$ cat src/rtl/sram_arb_pkg.sv
// Shared types and default widths for the SRAM arbiter and its fill engine.
package sram_arb_pkg;

    localparam int unsigned DefDataWidth = 8;
    localparam int unsigned DefAddrWidth = 17;
    localparam int unsigned DefStarveMax = 4;

    typedef enum logic [1:0] {
        SrcNone,
        SrcVid,
        SrcGm,
        SrcFill
    } grant_src_e;

    typedef enum logic {
        FillIdle,
        FillRun
    } fill_state_e;

endpackage

$ cat src/rtl/sram_fill_engine.sv
// Block-fill engine: captures base/len/value, then writes one word per granted idle slot.
module sram_fill_engine
    import sram_arb_pkg::*;
#(
    parameter int unsigned DATA_WIDTH = DefDataWidth,
    parameter int unsigned ADDR_WIDTH = DefAddrWidth
) (
    input  logic                  clk_i,
    input  logic                  rst_i,
    input  logic                  start_i,
    input  logic [ADDR_WIDTH-1:0] base_i,
    input  logic [ADDR_WIDTH-1:0] len_i,
    input  logic [DATA_WIDTH-1:0] value_i,
    input  logic                  advance_i,
    output logic                  busy_o,
    output logic [ADDR_WIDTH-1:0] addr_o,
    output logic [DATA_WIDTH-1:0] data_o
);

    fill_state_e           state_q, state_d;
    logic [ADDR_WIDTH-1:0] cursor_q, cursor_d;
    logic [ADDR_WIDTH-1:0] remain_q, remain_d;
    logic [DATA_WIDTH-1:0] value_q, value_d;

    always_ff @(posedge clk_i or posedge rst_i) begin
        if (rst_i) begin
            state_q  <= FillIdle;
            cursor_q <= '0;
            remain_q <= '0;
            value_q  <= '0;
        end else begin
            state_q  <= state_d;
            cursor_q <= cursor_d;
            remain_q <= remain_d;
            value_q  <= value_d;
        end
    end

    always_comb begin
        state_d  = state_q;
        cursor_d = cursor_q;
        remain_d = remain_q;
        value_d  = value_q;
        case (state_q)
            FillIdle: begin
                if (start_i && (len_i != '0)) begin
                    state_d  = FillRun;
                    cursor_d = base_i;
                    remain_d = len_i;
                    value_d  = value_i;
                end
            end
            FillRun: begin
                // Cursor wraps naturally at the address width.
                if (advance_i) begin
                    cursor_d = cursor_q + ADDR_WIDTH'(1);
                    remain_d = remain_q - ADDR_WIDTH'(1);
                    if (remain_q == ADDR_WIDTH'(1)) begin
                        state_d = FillIdle;
                    end
                end
            end
            default: state_d = FillIdle;
        endcase
    end

    assign busy_o = (state_q == FillRun);
    assign addr_o = cursor_q;
    assign data_o = value_q;

endmodule

$ cat src/rtl/sram_arbiter.sv
// Single-port SRAM arbiter: video > game > fill, with game anti-starvation.
// Optional request-stall statistics outputs are enabled by defining SRAM_ARB_STATS_EN.
module sram_arbiter
    import sram_arb_pkg::*;
#(
    parameter int unsigned DATA_WIDTH = DefDataWidth,
    parameter int unsigned ADDR_WIDTH = DefAddrWidth,
    parameter int unsigned STARVE_MAX = DefStarveMax
) (
    input  logic                  clk,
    input  logic                  reset,
    input  logic                  vid_req,
    input  logic [ADDR_WIDTH-1:0] vid_addr,
    output logic [DATA_WIDTH-1:0] vid_data,
    output logic                  vid_valid,
    input  logic                  gm_req,
    input  logic                  gm_we,
    input  logic [ADDR_WIDTH-1:0] gm_addr,
    input  logic [DATA_WIDTH-1:0] gm_wdata,
    output logic                  gm_gnt,
    output logic [DATA_WIDTH-1:0] gm_rdata,
    output logic                  gm_rvalid,
    input  logic                  fill_start,
    input  logic [ADDR_WIDTH-1:0] fill_base,
    input  logic [ADDR_WIDTH-1:0] fill_len,
    input  logic [DATA_WIDTH-1:0] fill_value,
    output logic                  fill_busy,
    output logic                  sram_en,
    output logic                  sram_we,
    output logic [ADDR_WIDTH-1:0] sram_addr,
    output logic [DATA_WIDTH-1:0] sram_wdata,
    input  logic [DATA_WIDTH-1:0] sram_rdata
`ifdef SRAM_ARB_STATS_EN
    ,
    output logic [15:0]           stat_vid_stall,
    output logic [15:0]           stat_gm_wait
`endif
);

    localparam int unsigned StarveW = (STARVE_MAX < 1) ? 1 : $clog2(STARVE_MAX + 1);
    localparam logic [StarveW-1:0] StarveLim = StarveW'(STARVE_MAX);

    grant_src_e            src;
    logic [StarveW-1:0]    starve_q, starve_d;
    logic                  vid_pend_q, vid_pend_d;
    logic                  gm_pend_q, gm_pend_d;
    logic [ADDR_WIDTH-1:0] fill_addr;
    logic [DATA_WIDTH-1:0] fill_data;

    sram_fill_engine #(
        .DATA_WIDTH(DATA_WIDTH),
        .ADDR_WIDTH(ADDR_WIDTH)
    ) u_fill (
        .clk_i    (clk),
        .rst_i    (reset),
        .start_i  (fill_start),
        .base_i   (fill_base),
        .len_i    (fill_len),
        .value_i  (fill_value),
        .advance_i(src == SrcFill),
        .busy_o   (fill_busy),
        .addr_o   (fill_addr),
        .data_o   (fill_data)
    );

    always_comb begin
        src = SrcNone;
        // A starved game request preempts video; that video slot is simply lost.
        if (gm_req && (starve_q == StarveLim)) begin
            src = SrcGm;
        end else if (vid_req) begin
            src = SrcVid;
        end else if (gm_req) begin
            src = SrcGm;
        end else if (fill_busy) begin
            src = SrcFill;
        end
    end

    always_comb begin
        sram_en    = 1'b0;
        sram_we    = 1'b0;
        sram_addr  = '0;
        sram_wdata = '0;
        case (src)
            SrcVid: begin
                sram_en   = 1'b1;
                sram_addr = vid_addr;
            end
            SrcGm: begin
                sram_en    = 1'b1;
                sram_we    = gm_we;
                sram_addr  = gm_addr;
                sram_wdata = gm_wdata;
            end
            SrcFill: begin
                sram_en    = 1'b1;
                sram_we    = 1'b1;
                sram_addr  = fill_addr;
                sram_wdata = fill_data;
            end
            default: ;
        endcase
    end

    assign gm_gnt = (src == SrcGm);

    always_comb begin
        starve_d = starve_q;
        if (!gm_req || gm_gnt) begin
            starve_d = '0;
        end else if (starve_q != StarveLim) begin
            starve_d = starve_q + StarveW'(1);
        end
        vid_pend_d = (src == SrcVid);
        gm_pend_d  = (src == SrcGm) && !gm_we;
    end

    always_ff @(posedge clk or posedge reset) begin
        if (reset) begin
            starve_q   <= '0;
            vid_pend_q <= 1'b0;
            gm_pend_q  <= 1'b0;
        end else begin
            starve_q   <= starve_d;
            vid_pend_q <= vid_pend_d;
            gm_pend_q  <= gm_pend_d;
        end
    end

    assign vid_valid = vid_pend_q;
    assign vid_data  = vid_pend_q ? sram_rdata : '0;
    assign gm_rvalid = gm_pend_q;
    assign gm_rdata  = gm_pend_q ? sram_rdata : '0;

`ifdef SRAM_ARB_STATS_EN
    logic [15:0] vid_stall_q, vid_stall_d;
    logic [15:0] gm_wait_q, gm_wait_d;

    always_comb begin
        vid_stall_d = vid_stall_q;
        gm_wait_d   = gm_wait_q;
        if (vid_req && (src != SrcVid) && (vid_stall_q != 16'hFFFF)) begin
            vid_stall_d = vid_stall_q + 16'd1;
        end
        if (gm_req && !gm_gnt && (gm_wait_q != 16'hFFFF)) begin
            gm_wait_d = gm_wait_q + 16'd1;
        end
    end

    always_ff @(posedge clk or posedge reset) begin
        if (reset) begin
            vid_stall_q <= '0;
            gm_wait_q   <= '0;
        end else begin
            vid_stall_q <= vid_stall_d;
            gm_wait_q   <= gm_wait_d;
        end
    end

    assign stat_vid_stall = vid_stall_q;
    assign stat_gm_wait   = gm_wait_q;
`endif

endmodule
$ cat config.mk
export PLATFORM = sky130hd
export DESIGN_NAME = sram_arbiter
export DESIGN_NICKNAME = d
export VERILOG_FILES = /design/src/rtl/sram_arb_pkg.sv /design/src/rtl/sram_fill_engine.sv /design/src/rtl/sram_arbiter.sv
export SDC_FILE = /design/constraint.sdc
export NUM_CORES = 1
export LEC_CHECK = 0
export ABC_AREA = 1
export CORE_MARGIN = 5
export CORE_UTILIZATION = 40
export CTS_CLUSTER_DIAMETER = 100
export DETAILED_ROUTE_END_ITERATION = 8
export PLACE_DENSITY = 0.76
export SETUP_SLACK_MARGIN = 0.05
export SKIP_LAST_GASP = 1
export SLEW_MARGIN = 20
export SYNTH_ARGS = -nofsm -noshare
export SYNTH_HDL_FRONTEND = slang
export SYNTH_SLANG_ARGS = --single-unit
$ cat constraint.sdc
create_clock -name clk -period 1.52 [get_ports clk]
set_input_delay 0.304 -clock clk [delete_from_list [all_inputs] [get_ports clk]]
set_output_delay 0.304 -clock clk [all_outputs]
set_load 0.005 [all_outputs]
# After elaboration in Yosys (flattened, before gate mapping)
# Cells that the tools add are included.
# word_totals
regBits	48
input_bits	98
out_inout_bits	47
word_cells	52
# classes
addsub	3
eq_ne	8
mux	22
n_bitwise	1
reduce_logical	11
# op_table
cell	n
$mux W17	4
$pmux W17 S2	2
$pmux W17 S3	1
$add A17 B1 Y17 const B	1
$eq A17 B1 Y1 const B	1
$reduce_bool A17 Y1	1
$sub A17 B1 Y17 const B	1
$mux W8	2
$pmux W8 S2	1
$mux W2	4
$mux W3	2
$eq A2 B2 Y1 const B	2
$mux W1	4
$ne A2 B1 Y1 const B	2
$pmux W1 S2	2
$reduce_and A2 Y1	2
$add A3 B1 Y3 const B	1
$eq A3 B3 Y1 const B	1
$logic_and A1 B1 Y1	3
$ne A3 B3 Y1 const B	1
$reduce_or A3 Y1	1
$eq A2 B1 Y1 const B	1
$logic_not A1 Y1	2
$reduce_bool A2 Y1	1
2 further kinds	2

# Logic depth before layout (Yosys ltp)
# logic_depth
word_depth	7
mapped_depth	10
ltp_nobuf	10

# By module
# Synthesis repeated with hierarchy kept, for this count alone.
# unflattened
hier_cells	675
hier_area_um2	4185.3
# by_module_without_submodules
mod	instances	cells_per_inst	area_per_inst_um2	seq_area_each_um2
sram_fill_engine	1	469	3136.8	1076.0
sram_arbiter	1	206	1048.5	125.1

# Worst setup path after synthesis
# OpenSTA, ideal clock, no wires.
# synth_timing
path_kind	register to output
startpoint	reg starve_q[0]
endpoint	out sram_addr[10]
arrival_ns	1.326
required_time_ns	1.216
setup_slack_ns	-0.110
stages_incl_launch_ff	10
path_buffers	1
path_cell_list	dfrtp_1 > inv_1 > ha_1 > nand3_1 > nand2_2 > nand2_1 > clkinv_1 > buf_4 > nand2_1 > o211ai_1
# synth_between
elab_chain_cells	5
word_cells_on_any_way	7
classes_between	eq/ne: 4; mux: 2; reduce/logical: 1
# synth_rtl
element	line_no	rtl
start: declaration	sram_arbiter.sv:44	logic [StarveW-1:0] starve_q, starve_d;
start signal: assignment	sram_arbiter.sv:125	starve_q <= starve_d;
$eq A3 B3 Y1 (*)	sram_arbiter.sv:69	if (gm_req && (starve_q == StarveLim)) begin
$logic_and A1 B1 Y1 (*)	sram_arbiter.sv:69	
$mux W2 (*)	sram_arbiter.sv:69	
$eq A2 B2 Y1 or $eq A2 B1 Y1 (tied branches)	sram_arbiter.sv:85	case (src)
$pmux W17 S3 (*)	sram_arbiter.sv:85	
end: declaration	sram_arbiter.sv:30	output logic [ADDR_WIDTH-1:0] sram_addr,
# Every way passes the cells marked *; elsewhere a longest branch is shown, timed or not.

# Worst setup path after layout
# layout_timing
startpoint	reg starve_q[0]
endpoint	out sram_addr[16]
# Same word-level chain as after synthesis.

==> metrics.cfg <==
[power_and_ir_drop]
pwr-share-comb=0.641
power_frac_clock=0.097
power_frac_seq=0.262
p_sw_mw=3.61
swShare=0.454
p_total_mw=7.96
power_density_nw_per_um2=1220
p_int_mw=4.35
peakVddDrop_mv=0.589
leakagePower_nw=3.49

[synthesis]
yosys.cell_types.count=30
synth_area_per_cell_um2=6.30
synth.most_common_cell=nand2_1
synth_flop_cell=dfrtp_1
synth_warnings=0
ys_top_cells_by_area=dfrtp_1 32%, nand2_1 22%, nand3_1 9.7%, inv_1 7.3%, nor2_1 5.7%
synth_common_cells=220 x nand2_1, 74 x inv_1, 74 x nand3_1
synth-edff-count=0
yosys.area.top_type=dfrtp_1
synth_nets=707
seq_area_frac_synth=0.316
ys_async_sr_fraction=1.00
ys_ff_latch=48
postSynthCellCount=604
yosysTopAreaCellShare=0.316
synth_area_um2=3800

[worst_setup_path]
slowest_delay_ns=0.39
cp-end-kind=primary output
worstPathCellList=inv_1, ha_2, nand3_2, nand2_4, nand3_4, clkbuf_16, o211ai_1, buf_2
crit_type=flop to primary output
crit_buf_inv=3
required_ns=1.22
slowest_stage=dfrtp_1
arrival_ns=1.84
start_kind=flop
critPathTopFamily=buffers and inverters
cp_max_fo=7

[place]
gp_congestion=0.911
port_buffers=144
hpwlAfterDp_um=9340

[timing]
period_share=1.41
fin_worst_skew_ns=0.00613
hold_viol=0
slew_headroom=0.776
maxSlewViolCount=0
max_freq_mhz=465
tightest_slew_ns=0.333
fin_tns_setup_ns=-28.74
hold_slack_ns=0.256
fin_crit_ns=2.15
finalSetupViolations=66
rsz0062_at_grt=true
fin_ws_ns=-0.629

[clock_network]
cts_tree=yes
worst_skew_pair.late_latency_ns=0.32
cts.reportedPaths.clkPinSlew_ns=0.09
cts_root_buf=clkbuf_8
cts_sinks=48
cts_buffers=5
cts_htree_levels=2
clockBufferDepth=2

[route]
antenna_left=0
routed.top_layer=met4
via_count=4781
wl_per_cell_um=15.6
drcViolationCount=0
vias_per_cell=5.03
totalWireLength_um=14800
wl_met3_um=914
met2WireLength_um=7700
drt_first_pass_iters=5
met1_length_um=5860
drt-initial-drc-count=235

[layout]
nFillCells=759
fin_util=0.708
layout-drive-gt1-share=0.280
fin_nets=925
antenna_cells=0
synthToLayoutAreaGrowth_pct=72.1

[die]
placementRows=35
dieArea_um2=11600
initial_core_util=0.412
die_height_um=108
core_area_um2=9240
ios=145
fp.dieW_um=108

[run_status]
violations=setup timing
status=finished with violations

[worst_hold_path]
min_path_type=input port to asynchronous set/reset pin

[job]
drv_cap=0

[global_route]
grt_pass1_wl_um=21300
grt_max_degree=34
grt-ovfl-total=0
grt_pass1_vias=4472
grt_usage=0.226
antenna_found_initial=0

[state kept, by name, summed over array words and instances, names as in the netlist]
signal           cells
gm_rvalid            1
starve_q             3
u_fill.addr_o       17
u_fill.busy_o        1
u_fill.data_o        8
u_fill.remain_q     17
vid_valid            1
[path summary, 6_finish.rpt]
kind / start / end / slack [ns] / depth (start not counted)
setup / recovery: starve_q[0]$_DFFE_PP0P_ / sram_addr[16] / -0.63 / 8
hold / removal: reset / u_fill.addr_o[9]$_DFFE_PP0P_ / 0.26 / 2
setup reg to reg: starve_q[0]$_DFFE_PP0P_ / u_fill.remain_q[4]$_DFFE_PP0P_ / -0.43 / 12
hold reg to reg: u_fill.data_o[4]$_DFFE_PP0P_ / u_fill.data_o[4]$_DFFE_PP0P_ / 0.55 / 2
max in group asynchronous: reset / u_fill.remain_q[0]$_DFFE_PP0P_ / 0.83 / 3
min in group clk: fill_len[5] / u_fill.remain_q[5]$_DFFE_PP0P_ / 0.34 / 5
[layout by cell type, fill, tap and decap left out, drive strengths merged]
cell,netlist,routed
a21oi,8,8
a31oi,1,1
buf,18,106
clkbuf,6,28
clkdlybuf4s15,0,1
clkdlybuf4s50,0,82
clkinv,2,5
dfrtp,48,48
dlygate4sd2,0,5
dlymetal6s2s,0,16
ha,5,5
inv,77,77
nand2,223,224
nand3,80,80
nand3b,3,3
nand4,2,2
nor2,61,61
nor3,1,1
o211ai,17,17
o21ai,40,40
or2,11,11
xnor2,1,1
[through the flow]
step | area (um2) | setup WS [ns] | instances
3_5_place_dp | 5710 | -0.802 | 902
6_report | 6540 | -0.629 | 951
5_1_grt | 6540 | -0.696 | 951
4_1_cts | 6070 | -0.618 | 925
3_3_place_gp | 5710 | -0.760 | 902
2_1_floorplan | 3810 | -0.0139 | 604
[worst reg2reg max path: stages (launching register included)]
cell and delay (ns):
dfrtp_1 0.39, inv_1 0.07, ha_2 0.18, nand3_2 0.08
nand2_4 0.09, nand3_4 0.16, clkbuf_16 0.22, buf_8 0.12
buf_12 0.14, nand2_8 0.13, buf_12 0.12, buf_16 0.10
o21ai_2 0.05
[layer usage]
layer  track usage  vias to the layer above
met4        0.0658                        0
met5             0                        -
met2         0.413                      170
met3        0.0360                       33
li1              -                     2349
met1         0.271                     2229
[kinds of logic after synthesis]
family / share of synthesized area
buf+inv: 0.118
flops: 0.316
simple gates: 0.431
xor+xnor: 0.00230
compound gates: 0.116
fa+ha+maj: 0.0165
[layout make-up]
| class | count | area, um2 | share of cell area |
|---|---|---|---|
| Clock buffer | 6 | 72.6 | 0.0111 |
| Multi-Input combinational cell | 454 | 2440 | 0.372 |
| Timing Repair inverter | 2 | 17.5 | 0.00268 |
| Sequential cell | 48 | 1200 | 0.184 |
| Timing Repair Buffer | 232 | 2340 | 0.357 |
| Clock inverter | 1 | 5.00 | 0.000765 |
| Tap cell | 129 | 161 | 0.0247 |
| Inverter | 79 | 309 | 0.0472 |
[power groups by stage]
stage | Clock, mW | Combinational [mW] | Sequential, mW
after floorplan | 0 | 2.56 | 2.05
after detailed placement | 0 | 4.03 | 2.09
after global placement | 0 | 3.91 | 2.07
after CTS | 0.757 | 4.34 | 2.07
after global routing | 0.812 | 5.60 | 2.15
final | 0.771 | 5.10 | 2.09
[timing repair]
action | 4_1_cts | 5_1_grt
pin swaps | 2 | 36
gates cloned | 7 | 9
hold buffers | 0 | 0
setup endpoints to repair | 82 | 89
resized for setup | 111 | 154
setup buffers | 9 | 18
No activity file was read; power rests on OpenSTA's default activity.
